File: config.mk
export PLATFORM = sky130hd
export DESIGN_NAME = conv_layer_ctrl
export DESIGN_NICKNAME = d
export VERILOG_FILES = /design/src/rtl/conv_layer_ctrl.sv
export SDC_FILE = /design/constraint.sdc
export NUM_CORES = 1
export LEC_CHECK = 0
export BUFFER_PORTS_ARGS = -buffer_cell sky130_fd_sc_hd__buf_2
export CORE_AREA = 2 2 110 123
export CTS_BUF_LIST = sky130_fd_sc_hd__clkbuf_8 sky130_fd_sc_hd__clkbuf_16
export CTS_CLUSTER_SIZE = 10
export DETAILED_ROUTE_END_ITERATION = 10
export DIE_AREA = 0 0 112 125
export PLACE_DENSITY = 0.65
export SLEW_MARGIN = 20
export SYNTH_ARGS = -nofsm -noshare
export SYNTH_HDL_FRONTEND = slang
export SYNTH_SLANG_ARGS = --single-unit
File: constraint.sdc
create_clock -name clk -period 5.5 [get_ports clk]
set_input_delay 0.55 -clock clk [delete_from_list [all_inputs] [get_ports clk]]
set_output_delay 0.55 -clock clk [all_outputs]
set_load 0.01 [all_outputs]
File: src/rtl/conv_layer_ctrl.sv
// rtl/conv_layer_ctrl.sv - convolution layer tap walker with latency-aligned read, clear and write strobes
module conv_layer_ctrl #(
    parameter int K        = 5,
    parameter int IN_W     = 14,
    parameter int IN_H     = 14,
    parameter int STRIDE   = 1,
    parameter int OUT_CH   = 1,
    parameter int ADDR_LAT = 3,
    parameter int CLR_LAT  = 6,
    parameter int WR_LAT   = 13,
    localparam int OUT_W   = (IN_W - K) / STRIDE + 1,
    localparam int OUT_H   = (IN_H - K) / STRIDE + 1,
    localparam int FA_W    = (IN_W * IN_H > 1) ? $clog2(IN_W * IN_H) : 1,
    localparam int WA_W    = (OUT_CH * K * K > 1) ? $clog2(OUT_CH * K * K) : 1,
    localparam int OA_W    = (OUT_CH * OUT_W * OUT_H > 1) ? $clog2(OUT_CH * OUT_W * OUT_H) : 1
) (
    input  logic            clk,
    input  logic            rst_n,
    input  logic            start,
    input  logic            stall,
    input  logic            abort,
    output logic            busy,
    output logic            done,
    output logic [FA_W-1:0] f_raddr,
    output logic [WA_W-1:0] w_raddr,
    output logic            rd_en,
    output logic            conv_clr,
    output logic [OA_W-1:0] o_waddr,
    output logic            o_wr_en
);
    localparam int KC_W = (K > 1) ? $clog2(K) : 1;
    localparam int OX_W = (OUT_W > 1) ? $clog2(OUT_W) : 1;
    localparam int OY_W = (OUT_H > 1) ? $clog2(OUT_H) : 1;
    localparam int OC_W = (OUT_CH > 1) ? $clog2(OUT_CH) : 1;

    typedef enum logic [1:0] {S_IDLE, S_RUN, S_DRAIN} state_t;

    state_t          r_state;
    logic [KC_W-1:0] r_kc, r_kr;
    logic [OX_W-1:0] r_ox;
    logic [OY_W-1:0] r_oy;
    logic [OC_W-1:0] r_och;

    logic [ADDR_LAT-1:0] r_rd_v;
    logic [CLR_LAT-1:0]  r_clr_v;
    logic [WR_LAT-1:0]   r_wr_v;
    logic [FA_W-1:0]     r_fa_pipe [ADDR_LAT];
    logic [WA_W-1:0]     r_wa_pipe [ADDR_LAT];
    logic [OA_W-1:0]     r_oa_pipe [WR_LAT];

    logic w_issue, w_kc_last, w_kr_last, w_ox_last, w_oy_last, w_och_last, w_final;
    logic w_pipe_idle;
    logic [ADDR_LAT-1:0] w_rd_nxt;
    logic [CLR_LAT-1:0]  w_clr_nxt;
    logic [WR_LAT-1:0]   w_wr_nxt;
    logic [FA_W-1:0]     w_fa;
    logic [WA_W-1:0]     w_wa;
    logic [OA_W-1:0]     w_oa;

    assign w_issue    = (r_state == S_RUN) && !stall && !abort;
    assign w_kc_last  = (r_kc == KC_W'(K - 1));
    assign w_kr_last  = (r_kr == KC_W'(K - 1));
    assign w_ox_last  = (r_ox == OX_W'(OUT_W - 1));
    assign w_oy_last  = (r_oy == OY_W'(OUT_H - 1));
    assign w_och_last = (r_och == OC_W'(OUT_CH - 1));
    assign w_final    = w_kc_last && w_kr_last && w_ox_last && w_oy_last && w_och_last;

    assign w_fa = FA_W'((32'(r_oy) * STRIDE + 32'(r_kr)) * IN_W + 32'(r_ox) * STRIDE + 32'(r_kc));
    assign w_wa = WA_W'(32'(r_och) * K * K + 32'(r_kr) * K + 32'(r_kc));
    assign w_oa = OA_W'(32'(r_och) * OUT_W * OUT_H + 32'(r_oy) * OUT_W + 32'(r_ox));

    // Valid shift lines: the size cast drops the bit leaving the far end.
    assign w_rd_nxt  = ADDR_LAT'({r_rd_v, w_issue});
    assign w_clr_nxt = CLR_LAT'({r_clr_v, w_issue && r_kc == '0 && r_kr == '0});
    assign w_wr_nxt  = WR_LAT'({r_wr_v, w_issue && w_kc_last && w_kr_last});

    // Looking at next-cycle contents lets done land one cycle after the final strobe.
    assign w_pipe_idle = (w_rd_nxt == '0) && (w_clr_nxt == '0) && (w_wr_nxt == '0);

    always_ff @(posedge clk or negedge rst_n) begin
        if (!rst_n) begin
            r_state <= S_IDLE;
            r_kc    <= '0;
            r_kr    <= '0;
            r_ox    <= '0;
            r_oy    <= '0;
            r_och   <= '0;
            busy    <= 1'b0;
            done    <= 1'b0;
        end else begin
            done <= 1'b0;
            if (abort) begin
                r_state <= S_IDLE;
                r_kc    <= '0;
                r_kr    <= '0;
                r_ox    <= '0;
                r_oy    <= '0;
                r_och   <= '0;
                busy    <= 1'b0;
            end else begin
                unique case (r_state)
                    S_IDLE: begin
                        busy <= start;
                        if (start) r_state <= S_RUN;
                    end
                    S_RUN: begin
                        busy <= 1'b1;
                        if (w_issue) begin
                            r_kc <= w_kc_last ? '0 : r_kc + 1'b1;
                            if (w_kc_last) begin
                                r_kr <= w_kr_last ? '0 : r_kr + 1'b1;
                                if (w_kr_last) begin
                                    r_ox <= w_ox_last ? '0 : r_ox + 1'b1;
                                    if (w_ox_last) begin
                                        r_oy <= w_oy_last ? '0 : r_oy + 1'b1;
                                        if (w_oy_last) r_och <= w_och_last ? '0 : r_och + 1'b1;
                                    end
                                end
                            end
                            if (w_final) r_state <= S_DRAIN;
                        end
                    end
                    S_DRAIN: begin
                        if (w_pipe_idle) begin
                            r_state <= S_IDLE;
                            done    <= 1'b1;
                        end
                    end
                    default: r_state <= S_IDLE;
                endcase
            end
        end
    end

    always_ff @(posedge clk or negedge rst_n) begin
        if (!rst_n) begin
            r_rd_v  <= '0;
            r_clr_v <= '0;
            r_wr_v  <= '0;
            for (int i = 0; i < ADDR_LAT; i++) begin
                r_fa_pipe[i] <= '0;
                r_wa_pipe[i] <= '0;
            end
            for (int i = 0; i < WR_LAT; i++) r_oa_pipe[i] <= '0;
        end else begin
            if (abort) begin
                r_rd_v  <= '0;
                r_clr_v <= '0;
                r_wr_v  <= '0;
            end else begin
                r_rd_v  <= w_rd_nxt;
                r_clr_v <= w_clr_nxt;
                r_wr_v  <= w_wr_nxt;
            end
            r_fa_pipe[0] <= w_fa;
            r_wa_pipe[0] <= w_wa;
            for (int i = 1; i < ADDR_LAT; i++) begin
                r_fa_pipe[i] <= r_fa_pipe[i-1];
                r_wa_pipe[i] <= r_wa_pipe[i-1];
            end
            r_oa_pipe[0] <= w_oa;
            for (int i = 1; i < WR_LAT; i++) r_oa_pipe[i] <= r_oa_pipe[i-1];
        end
    end

    assign rd_en    = r_rd_v[ADDR_LAT-1];
    assign f_raddr  = r_fa_pipe[ADDR_LAT-1];
    assign w_raddr  = r_wa_pipe[ADDR_LAT-1];
    assign conv_clr = r_clr_v[CLR_LAT-1];
    assign o_wr_en  = r_wr_v[WR_LAT-1];
    assign o_waddr  = r_oa_pipe[WR_LAT-1];
endmodule

* Word-level counts from Yosys, hierarchy flattened
Cells that the tools add are included.
** Word-level totals
- Output and inout port bits :: 25
- Bits in registers :: 171
- Bits of input ports :: 5
- Logic and storage cells :: 137
** Cells by class
- Reduce and logical (&&, ||, !) cells :: 33
- Multiply operators :: 7
- Equal/unequal tests :: 10
- Add/subtract/negate cells :: 12
- Bitwise logic cells :: 1
- Multiplexer cells :: 44
** Operator list (number)
- 2-to-1 mux 4 bit :: 13
- 2-to-1 mux 3 bit :: 10
- zero test 13 bit :: 1
- 2-to-1 mux 13 bit :: 1
- logical AND 1 bit :: 12
- 2-to-1 mux 1 bit :: 12
- inequality test 3 bit, second input constant :: 4
- nonzero test 2 bit :: 6
- multiplier 4 x 3 -> 5 bit, second input constant :: 2
- 2-to-1 mux 2 bit :: 5
- zero test 3 bit :: 3
- adder 4 x 1 -> 4 bit, second input constant :: 2
- adder 8 x 3 -> 8 bit :: 1
- adder 8 x 4 -> 8 bit :: 1
- == test 4 bit, second input constant :: 2
- multiplier 1 x 3 -> 4 bit, second input constant :: 2
- AND reduction 4 bit :: 2
- adder 7 x 4 -> 7 bit :: 1
- adder 7 bit :: 1
- multiplier 5 x 3 -> 7 bit, second input constant :: 1
- adder 3 x 1 -> 3 bit, second input constant :: 2
- == test 3 bit, second input constant :: 2
- zero test 6 bit :: 1
- multiplier 4 x 3 -> 6 bit, second input constant :: 1
- 18 further kinds :: 19

* Logic depth before layout (Yosys ltp)
Gate-level depths: netlist of run 1.
- Depth after elaboration :: 11
- Mapped depth :: 13
- Mapped depth without buffers :: 13

* Worst setup path before layout of run 1
Ideal clock, no wire load.
- Path type :: reg2reg
- Start :: register r_oy[0]
- End :: register r_fa_pipe[23] in the netlist's numbering
- Arrival time :: 3758 ps
- Buffers on the path :: 0
- Clock period less this slack :: 3892 ps
- Data required time :: 5366 ps
- Cell stages (with the launch flop) :: 14
- Slack :: 1608 ps
- Setup time :: 134 ps
- Cell sequence :: dfrtp_1 ha_1 fa_1 xnor2_1 inv_1 fa_1 ha_1 inv_1 fa_1 inv_1 ha_1 o21ai_1 a2111oi_0 xnor3_1
** Between the ends
- Longest elaborated chain between the ends :: 4
** RTL lines
- from (decl) :: RTL line 41 : logic [OY_W-1:0] r_oy;
- from (signal assigned) :: RTL line 115 : r_oy <= w_oy_last ? '0 : r_oy + 1'b1;
- adder 4 x 3 -> 5 bit :: RTL line 68 : assign w_fa = FA_W'((32'(r_oy) * STRIDE + 32'(r_kr)) * IN_W + 32'(r_ox) * STRIDE + 32'(r_kc));
- multiplier 5 x 3 -> 7 bit :: RTL line 68
- adder 8 x 4 -> 8 bit :: RTL line 68
- adder 8 x 3 -> 8 bit :: RTL line 68
- via w_fa[7] :: RTL line 56 : logic [FA_W-1:0] w_fa;
- to (signal, indexed assignment) :: RTL line 158 : r_fa_pipe[i] <= r_fa_pipe[i-1];
- to (decl) :: RTL line 47 : logic [FA_W-1:0] r_fa_pipe [ADDR_LAT];
The timed path passes the listed nets, and every way through them passes these cells.
A chain may end at the register's enable or synchronous reset.

* Worst setup path after layout of run 1
Same ends and word-level chain as after synthesis.

==> out/results.tsv, run 1 <==
metric	value	unit
power_frac_seq	51.6	%
core_area	12900	µm²
drive_gt1_share	14.9	%
worst_ep_required_time	5800	ps
grt_setup_unrepaired	no	
vias_per_cell	4.87	
nNetsFinal	494	
post_cts_buffers	0	
wl	8450	µm
setup_viol	0	
period_minus_slack	4200	ps
ios	30	
ys_seq_area_share	69.0	%
design_area	6960	µm²
grt_overflow	0	
clock-sinks	170	
ys_types	42	
drcViolationCount	0	
final_hold_viol_count	0	
holdCritPathClass	in2async	
power_frac_comb	6.7	%
cap_violations	0	
outcome	completed	
vias	2978	
dr.pass1.iters	4	
syn-cell-area	6170	µm²
swShare	23.3	%
power.density	413	nW/µm²
grt_max_degree	128	
ys_ff_latch	170	
worstPathArrival	4500	ps
p_sw	0.671	mW
crit_buf_inv	3	
synthArstFlopShare	100	%
grt_pass1_vias	3155	
rows	44	
fmax	238	MHz
place_area	6350	µm²
grtUsageTotal	14.0	%
clk_path_buf_depth	2	
whs	275	ps
cp-start-kind	flop	
period_share	76.3	%
clk_pin_slew	70	ps
drv_slew	0	
syn_avg_cell_area	14.9	µm²
synth_ff_type	dfrtp_1	
crit_fanout	8	
cts_tree	built	
regArea	4250	µm²
ir_worst_vdd	334	µV
endpoint_kind	flop	
postRouteAntennaNets	0	
wl_per_cell	13.8	µm
antenna_found_initial	0	
maxSlewHeadroom	36.5	%
antennaDiodeCount	0	
path_delay_family	adder cells	
internal_power	2.21	mW
leakage	3.69	nW
fin_skew	9.84	ps
total_power	2.88	mW
die_w	112	µm
fin_setup_tns	0	ps
cts_resized	0	
crit_slowest_cell	fa_1	
syn_inst	414	
drt_iter0_drc	151	
synth_nets	470	
htreeDepth	4	
clock_latency	420	ps
routabilityCongestion	0.773	
cp_slowest_stage_delay	520	ps
areaGrowthSynthToFinish	12.9	%
path_class	reg2reg	
clkPwrFrac	41.7	%
cts_buffers	17	
tightest_slew	953	ps
multi_input_area	1620	µm²
synth_edf_count	0	
yosysWarnings	0	
grt_pass1_wl	15200	µm
die_h	125	µm
hpwl	5290	µm
port_buffers	29	
hold_buffers	0	
dieArea	14000	µm²
worstPathCellList	ha_1, fa_1, xnor2_1, inv_1, fa_1, ha_1, inv_1, fa_1, inv_1, ha_1, o21ai_1, a2111oi_0, xnor3_1	
clockRootBuffer	clkbuf_16	
fill_cells	1066	
initial_utilization	47.9	%
logic make-up after synthesis:
group	after synthesis	synth area share, %
flops	170	69.0
simple gates	70	6.92
buf+inv	56	4.75
fa+ha+maj	51	11.4
compound gates	50	5.29
xor+xnor	17	2.64
final cells by class:
| class | instances | area share, % |
|---|---|---|
| multi-input cells | 188 | 23.3 |
| clock buffers | 19 | 6.50 |
| inverters | 31 | 1.67 |
| flip-flops and latches | 170 | 61.1 |
| well taps | 161 | 2.89 |
| repair buffers | 30 | 2.32 |
| clock inverters | 13 | 2.23 |
placed cells by master, fill, tap and decap left out, drive strengths merged, types with 2 or more instances in the layout:
master,n
nor2b,22
a21oi,18
and4,3
bufinv,2
nor4,5
clkbuf,20
xor2,5
dfrtp,170
ha,42
nand2,9
inv,37
nor2,6
nor3b,3
nor3,5
a21o,8
and3,3
xnor2,11
and3b,2
buf,29
or3b,2
fa,9
o21ai,10
o41ai,4
nand3,5
o21a,2
a31oi,2
clkinvlp,5
power by group through the flow:
| stage | Combinational [mW] | Sequential [mW] | Clock (mW) |
|---|---|---|---|
| 4_1_cts | 0.199 | 1.49 | 1.23 |
| 5_1_grt | 0.227 | 1.50 | 1.29 |
| 3_5_place_dp | 0.198 | 1.51 | 0 |
| 6_report | 0.194 | 1.48 | 1.20 |
| 3_3_place_gp | 0.196 | 1.50 | 0 |
| 2_1_floorplan | 0.157 | 1.49 | 0 |
sequential cells by signal, summed over array words and instances (netlist names):
signal / flops
r_oy: 4
r_oa_pipe: 84
r_wr_v: 13
r_state: 2
r_kr: 3
f_raddr: 8
w_raddr: 5
done: 1
r_kc: 3
r_ox: 4
r_fa_pipe: 16
o_waddr: 7
r_wa_pipe: 10
busy: 1
r_clr_v: 6
r_rd_v: 3
synthesized netlist by cell type, types with 3 or more instances:
cell type | n | share of area, %
dfrtp_1 | 170 | 69
ha_1 | 42 | 8.5
inv_1 | 30 | 1.8
nor2b_1 | 22 | 2.2
buf_4 | 20 | 2.4
a21oi_1 | 18 | 1.5
xnor2_1 | 11 | 1.6
fa_1 | 9 | 2.9
nand2_1 | 9 | 0.55
a21o_1 | 8 | 0.97
o21ai_1 | 7 | 0.57
nor2_1 | 6 | 0.37
nand3_1 | 5 | 0.41
nor3_1 | 5 | 0.41
nor4_1 | 5 | 0.51
xor2_1 | 5 | 0.71
clkbuf_1 | 4 | 0.24
o41ai_1 | 4 | 0.57
and3_1 | 3 | 0.30
and4_1 | 3 | 0.43
o21ai_0 | 3 | 0.24
final timing paths:
path / from / to / slack [ps] / cells past startpoint
max in group asynchronous: rst_n / r_clr_v[2]$_DFF_PN0_ / 4100 / 2
min in group clk: r_wa_pipe[7]$_DFF_PN0_ / w_raddr[2]$_DFF_PN0_ / 340 / 0
max: r_oy[0]$_DFFE_PN0P_ / r_fa_pipe[23]$_DFF_PN0_ / 1300 / 13
min: rst_n / r_rd_v[2]$_DFF_PN0_ / 280 / 1
min reg2reg: r_wa_pipe[7]$_DFF_PN0_ / w_raddr[2]$_DFF_PN0_ / 340 / 0
max reg2reg: r_oy[0]$_DFFE_PN0P_ / r_fa_pipe[23]$_DFF_PN0_ / 1300 / 13
through the flow:
step           utilization, %  std cells  worst slack, ps
6_report                 54.1        612             1300
5_1_grt                  54.1        612              966
4_1_cts                  54.0        612             1270
3_5_place_dp             49.3        580             1300
3_3_place_gp             49.3        580             1430
2_1_floorplan               -        414             1610
per-layer routing:
layer	global-route usage [%]	part of all wire [%]
met3	4.51	3.0
met4	7.39	2.9
met5	0	0
met2	21.6	49
met1	17.8	45
Note: power is estimated with default switching activity, not from simulation.
==> run 2: changes to the inputs <==
Settings changed: ABC_AREA from default to 1, CORE_AREA 2 2 110 123 to 2 2 111 124, DIE_AREA 0 0 112 125 to 0 0 113 126, PLACE_DENSITY 0.65 to 0.68.
Clock period 5.5 ns to 3.7 ns, I/O delays scaled along.
==> run 2 against run 1 <==
The run now ends with design-rule violations left; total power grew 96%; via count grew 8.0%; worst setup slack worse by 1100 ps; cell count up 12%; die area rose by 1.7%; wire length grew 4.0%; largest power group unchanged.
==> out/results.tsv, run 2 <==
metric	value	unit	change
clk_pin_slew	70	ps	about the same
clock_latency	420	ps	about the same
clock-sinks	170		unchanged
drcViolationCount	1		+1
dr.pass1.iters	7		+3
die_w	113	µm	+0.89%
cts_buffers	17		unchanged
nNetsFinal	565		+14%
setup_viol	0		unchanged
largest_register_ffs	84		unchanged
final_common_cell	dfrtp_1		
period_share	93.7	%	+17 points
drive_gt1_share	14.6	%	-0.30 points
initial_utilization	48.1	%	+0.26 points
synth_nets	537		+14%
leakage	3.83	nW	+4.0%
routabilityCongestion	0.746		-3.5%
die_h	126	µm	+0.80%
tightest_slew	861	ps	-92.0 ps
endpoint_kind	flop		
period_minus_slack	3470	ps	-728 ps
ys_ff_latch	170		unchanged
fin_setup_tns	0	ps	unchanged
violations	design-rule violations		
grt_max_degree	115		-10%
synth_top_area_share	68.0	%	-0.95 points
reg2reg_setup_slack	230	ps	-1070 ps
crit_fanout	5		-3
cap_violations	0		unchanged
core_area	13000	µm²	+0.85%
final_hold_viol_count	0		unchanged
drv_slew	0		unchanged
port_buffers	29		unchanged
cts_tree	built		
worstPathArrival	3780	ps	-720 ps
place_ws	102	ps	-1190 ps
syn-cell-area	6250	µm²	+1.4%
antennaDiodeCount	0		unchanged
synth_commonest_cells	dfrtp_1 (170), inv_1 (61), nand2_1 (56)		
postRouteAntennaNets	0		unchanged
synthTopCellsByArea	dfrtp_1 (68%), ha_1 (8.4%), inv_1 (3.7%)		
path_class	reg2reg		
maxSlewHeadroom	42.6	%	+6.1 points
syn_avg_cell_area	13.0	µm²	-13%
worst_slack	232	ps	-1070 ps
synth_most_common_cell	dfrtp_1		
grt_pass1_vias	3383		+7.2%
syn_inst	481		+16%
regArea	4250	µm²	unchanged
fin_skew	8.75	ps	-1.09 ps
grtUsageTotal	14.2	%	+0.19 points
antenna_found_initial	0		unchanged
synth_edf_count	0		unchanged
worst_ep_required_time	4010	ps	-1790 ps
htreeDepth	4		unchanged
synth_top_cell_by_area	dfrtp_1		
reg2reg_depth	14		+1
fill_cells	1057		-0.84%
synthArstFlopShare	100	%	unchanged
vias_per_cell	4.71		-3.2%
power.density	795	nW/µm²	+92%
wl	8790	µm	+4.0%
clockRootBuffer	clkbuf_16		
yosysWarnings	0		unchanged
drt_iter0_drc	200		+32%
multi_input_area	1610	µm²	-0.46%
grt_pass1_wl	15600	µm	+2.6%
final_cell_mix	dfrtp_1 (170), inv_1 (61), nand2_1 (56)		
clk_path_buf_depth	2		unchanged
utilization	54.6	%	+0.51 points
cp-start-kind	flop		
reg_top3	r_oa_pipe: 84 flops, r_fa_pipe: 16 flops, r_wr_v: 13 flops		
outcome	finished, violations left		
dieArea	14200	µm²	+1.7%
rows	44		unchanged
grt_overflow	0		unchanged
hpwl	5700	µm	+7.7%
fmax	288	MHz	+21%
holdCritPathClass	in2async		
ir_worst_vdd	354	µV	+5.9%
design_area	7090	µm²	+1.8%
vias	3217		+8.0%
grt_setup_unrepaired	no		
ys_seq_area_share	68.0	%	-0.95 points
total_power	5.64	mW	+96%
ys_types	31		-26%
place_area	6470	µm²	+1.8%
synth_ff_type	dfrtp_1		
ios	30		unchanged
hold_buffers	0		unchanged
regMostFlops	r_oa_pipe		
areaGrowthSynthToFinish	13.3	%	
wl_per_cell	12.9	µm	-6.8%
==> run 2: area by class of cell <==
cell class / count / share of cell area [%]
clock buffer: 17 / 6.00
clock inverter: 15 / 2.28
inverter: 63 / 3.34
multi-input combinational: 224 / 22.8
sequential: 170 / 60.0
tap: 161 / 2.84
timing repair buffer: 33 / 2.77
==> run 2: per-stage QoR <==
step,instances,hold WS [ps]
floorplan,481,74.4
global placement,649,333
detailed placement,649,335
CTS,681,125
global route,683,116
finish,683,50.7
==> run 2: what timing repair did <==
action | CTS | global route
setup buffers | 0 | 2
resized for setup | 0 | 3
endpoints found under the setup margin | 0 | 2
endpoints found under the hold margin | 0 | 0
==> run 2: final timing paths <==
kind                                          from                 endpoint
max reg2reg                    r_kr[0]$_DFFE_PN0P_  r_fa_pipe[23]$_DFF_PN0_
min                                          rst_n   r_wa_pipe[6]$_DFF_PN0_
max in group asynchronous                    rst_n  r_oa_pipe[62]$_DFF_PN0_
min reg2reg                r_oa_pipe[82]$_DFF_PN0_  r_oa_pipe[75]$_DFF_PN0_
max                            r_kr[0]$_DFFE_PN0P_  r_fa_pipe[23]$_DFF_PN0_
min in group clk                             stall      r_rd_v[0]$_DFF_PN0_
==> run 2: worst max-delay path, cell delays in order, from the launching register on <==
cell,delay (ps)
dfrtp_1,430
ha_1,260
fa_2,390
xor2_4,220
fa_1,440
ha_1,290
ha_1,280
ha_1,350
inv_1,60
o21ai_0,230
a21oi_2,110
nor2_1,140
nand2_1,60
nand2_1,50
nand2_1,50
==> run 2: report_power, final <==
group	total [mW]	internal (mW)	leakage [nW]	switching, mW
registers	2.58	2.37	2.24	0.206
clock network	1.72	0.954	0.278	0.768
logic	1.33	0.561	1.32	0.771
==> run 2: routing by layer <==
| layer | part of all wire (%) | global-route usage, % | up-vias | wire, µm |
|---|---|---|---|---|
| li1 | - | - | 1536 | - |
| met1 | 43 | 17.0 | 1610 | 3740 |
| met2 | 52 | 23.0 | 55 | 4560 |
| met3 | 3.2 | 4.76 | 16 | 277 |
| met4 | 2.4 | 7.03 | 0 | 208 |
| met5 | 0 | 0 | - | 0 |
==> run 2: logic make-up after synthesis <==
kind of cell	Yosys count	share of synthesized area (%)
AO/OA/AOI/OAI	24	2.08
XOR/XNOR	21	3.06
adder cells (fa/ha/maj)	51	11.3
multiplexers	1	0.160
buffers and inverters	87	6.46
flip-flops	170	68.0
AND/OR/NAND/NOR	127	8.94
==> run 3: changes to the inputs <==
Settings changed: SETUP_SLACK_MARGIN from default to 0.3.
==> run 3 against run 2 <==
The flow still finishes with violations (design-rule violations); highest routed layer unchanged; global-route usage is 0.11 points higher; via count increased by 0.93%; sequential cell count stayed put; clock skew hardly changed; largest power group unchanged; worst setup slack improved by 200 ps; register-to-register slack better by 200 ps; critical endpoint is now r_fa_pipe[21]$_DFF_PN0_; combinational power rose by 17%; utilization increased by 0.66 points.
==> out/results.tsv, run 3 (synthesis gave the netlist of run 2 again) <==
metric	value	unit	change
worstPathArrival	3560	ps	-220 ps
fin_skew	9.09	ps	+0.337 ps
dp_cells	649		unchanged
clk_path_buf_depth	2		unchanged
areaGrowthSynthToFinish	14.7	%	
wl_per_cell	12.9	µm	+0.24%
tightest_slew	864	ps	+2.81 ps
leakage	3.85	nW	+0.36%
holdCritPathClass	in2async		
fmax	306	MHz	+6.3%
worstPathCellList	ha_2, fa_2, xor2_4, fa_1, ha_1, ha_4, ha_4, inv_1, o21ai_2, a21oi_4, buf_4, xor2_1		
grt_overflow	0		unchanged
ios	30		unchanged
dr.pass1.iters	7		unchanged
core_area	13000	µm²	unchanged
final_cell_mix	dfrtp_1 (170), inv_1 (61), nand2_1 (56)		
cp_slowest_stage_delay	440	ps	about the same
rows	44		unchanged
place_area	6470	µm²	unchanged
ir_worst_vdd	493	µV	+39%
grt_pass1_vias	3394		+0.33%
period_share	88.2	%	-5.5 points
hpwl	5700	µm	unchanged
power.density	817	nW/µm²	+2.8%
design_area	7180	µm²	+1.2%
violations	design-rule violations		
regArea	4250	µm²	unchanged
wl	8860	µm	+0.83%
cap_violations	0		unchanged
cts_buffers	17		unchanged
antennaDiodeCount	0		unchanged
vias_per_cell	4.73		+0.34%
setup_viol	0		unchanged
crit_fanout	4		-1
clock_latency	420	ps	about the same
crit_slowest_cell	fa_1		
crit_top_cell	ha_4		
final_hold_viol_count	0		unchanged
outcome	finished, violations left		
fin_setup_tns	0	ps	unchanged
initial_utilization	48.1	%	unchanged
routabilityCongestion	0.746		unchanged
drcViolationCount	1		unchanged
die_w	113	µm	unchanged
grt_pass1_wl	15800	µm	+0.84%
port_buffers	29		unchanged
reg_top3	r_oa_pipe: 84 flops, r_fa_pipe: 16 flops, r_wr_v: 13 flops		
antenna_found_initial	0		unchanged
drt_iter0_drc	206		+3.0%
clock-sinks	170		unchanged
worst_slack	437	ps	+205 ps
vias	3247		+0.93%
grt_setup_unrepaired	no		
die_h	126	µm	unchanged
regMostFlops	r_oa_pipe		
path_delay_family	adder cells		
layout.cells.non_filler	687		+0.59%
clockRootBuffer	clkbuf_16		
cts_tree	built		
drive_gt1_share	16.5	%	+2.0 points
drv_slew	0		unchanged
postRouteAntennaNets	0		unchanged
grt_max_degree	115		unchanged
maxSlewHeadroom	42.4	%	-0.19 points
worst_ep_required_time	3990	ps	-20 ps
path_class	reg2reg		
htreeDepth	4		unchanged
fill_cells	1038		-1.8%
place_ws	102	ps	unchanged
nNetsFinal	569		+0.71%
grtUsageTotal	14.3	%	+0.11 points
multi_input_area	1670	µm²	+3.5%
clk_pin_slew	70	ps	about the same
largest_register_ffs	84		unchanged
crit_buf_inv	2		+1
hold_buffers	0		unchanged
endpoint_kind	flop		
cp-start-kind	flop		
final_common_cell	dfrtp_1		
dieArea	14200	µm²	unchanged
period_minus_slack	3260	ps	-205 ps
## run 3: worst reg2reg max path, cell delays in order, from the launching register on
cell	delay, ps
dfrtp_1	420
ha_2	220
fa_2	430
xor2_4	210
fa_1	440
ha_1	320
ha_4	230
ha_4	280
inv_1	50
o21ai_2	190
a21oi_4	80
buf_4	130
xor2_1	130
## run 3: layer usage
layer	global-route usage [%]	part of all wire (%)
met3	4.76	3.1
met2	23.3	52
met5	0	0
met1	17.1	42
met4	7.03	2.3
## run 3: worst paths after layout
| path | from | end | slack, ps | cells after the start |
|---|---|---|---|---|
| worst max-delay path | r_kr[0]$_DFFE_PN0P_ | r_fa_pipe[21]$_DFF_PN0_ | 440 | 12 |
| worst min-delay path | rst_n | r_wa_pipe[6]$_DFF_PN0_ | 50 | 1 |
| worst max register to register | r_kr[0]$_DFFE_PN0P_ | r_fa_pipe[21]$_DFF_PN0_ | 440 | 12 |
| worst min register to register | r_oa_pipe[82]$_DFF_PN0_ | r_oa_pipe[75]$_DFF_PN0_ | 350 | 0 |
| max in group asynchronous | rst_n | r_oa_pipe[74]$_DFF_PN0_ | 2810 | 2 |
| min in group clk | stall | r_rd_v[0]$_DFF_PN0_ | 180 | 2 |
## run 3: final cells by class
type	instances	area share (%)
clock buffers	17	5.93
clock inverters	15	2.25
inverters	63	3.30
multi-input cells	224	23.3
flip-flops and latches	170	59.3
well taps	161	2.81
repair buffers	37	3.16
## run 3: power breakdown
group / internal, mW / total [mW] / switching [mW] / leakage, nW
Sequential: 2.37 / 2.58 / 0.206 / 2.24
Clock: 0.954 / 1.72 / 0.767 / 0.278
Combinational: 0.705 / 1.56 / 0.856 / 1.33
Total: 4.03 / 5.86 / 1.83 / 3.85
## run 3: stage by stage
stage	power, mW	utilization [%]	hold WS [ps]
global route	6.29	55.2	115
CTS	5.79	54.6	125
floorplan	3.59	-	74.4
detailed placement	3.93	49.8	335
global placement	3.84	49.8	333
finish	5.86	55.2	49.5
## run 3: repair_timing
item                       4_1_cts  5_1_grt
pin swaps                        0        4
gates resized for setup          5        7
setup endpoints to repair        3        3
buffers inserted                 2        4
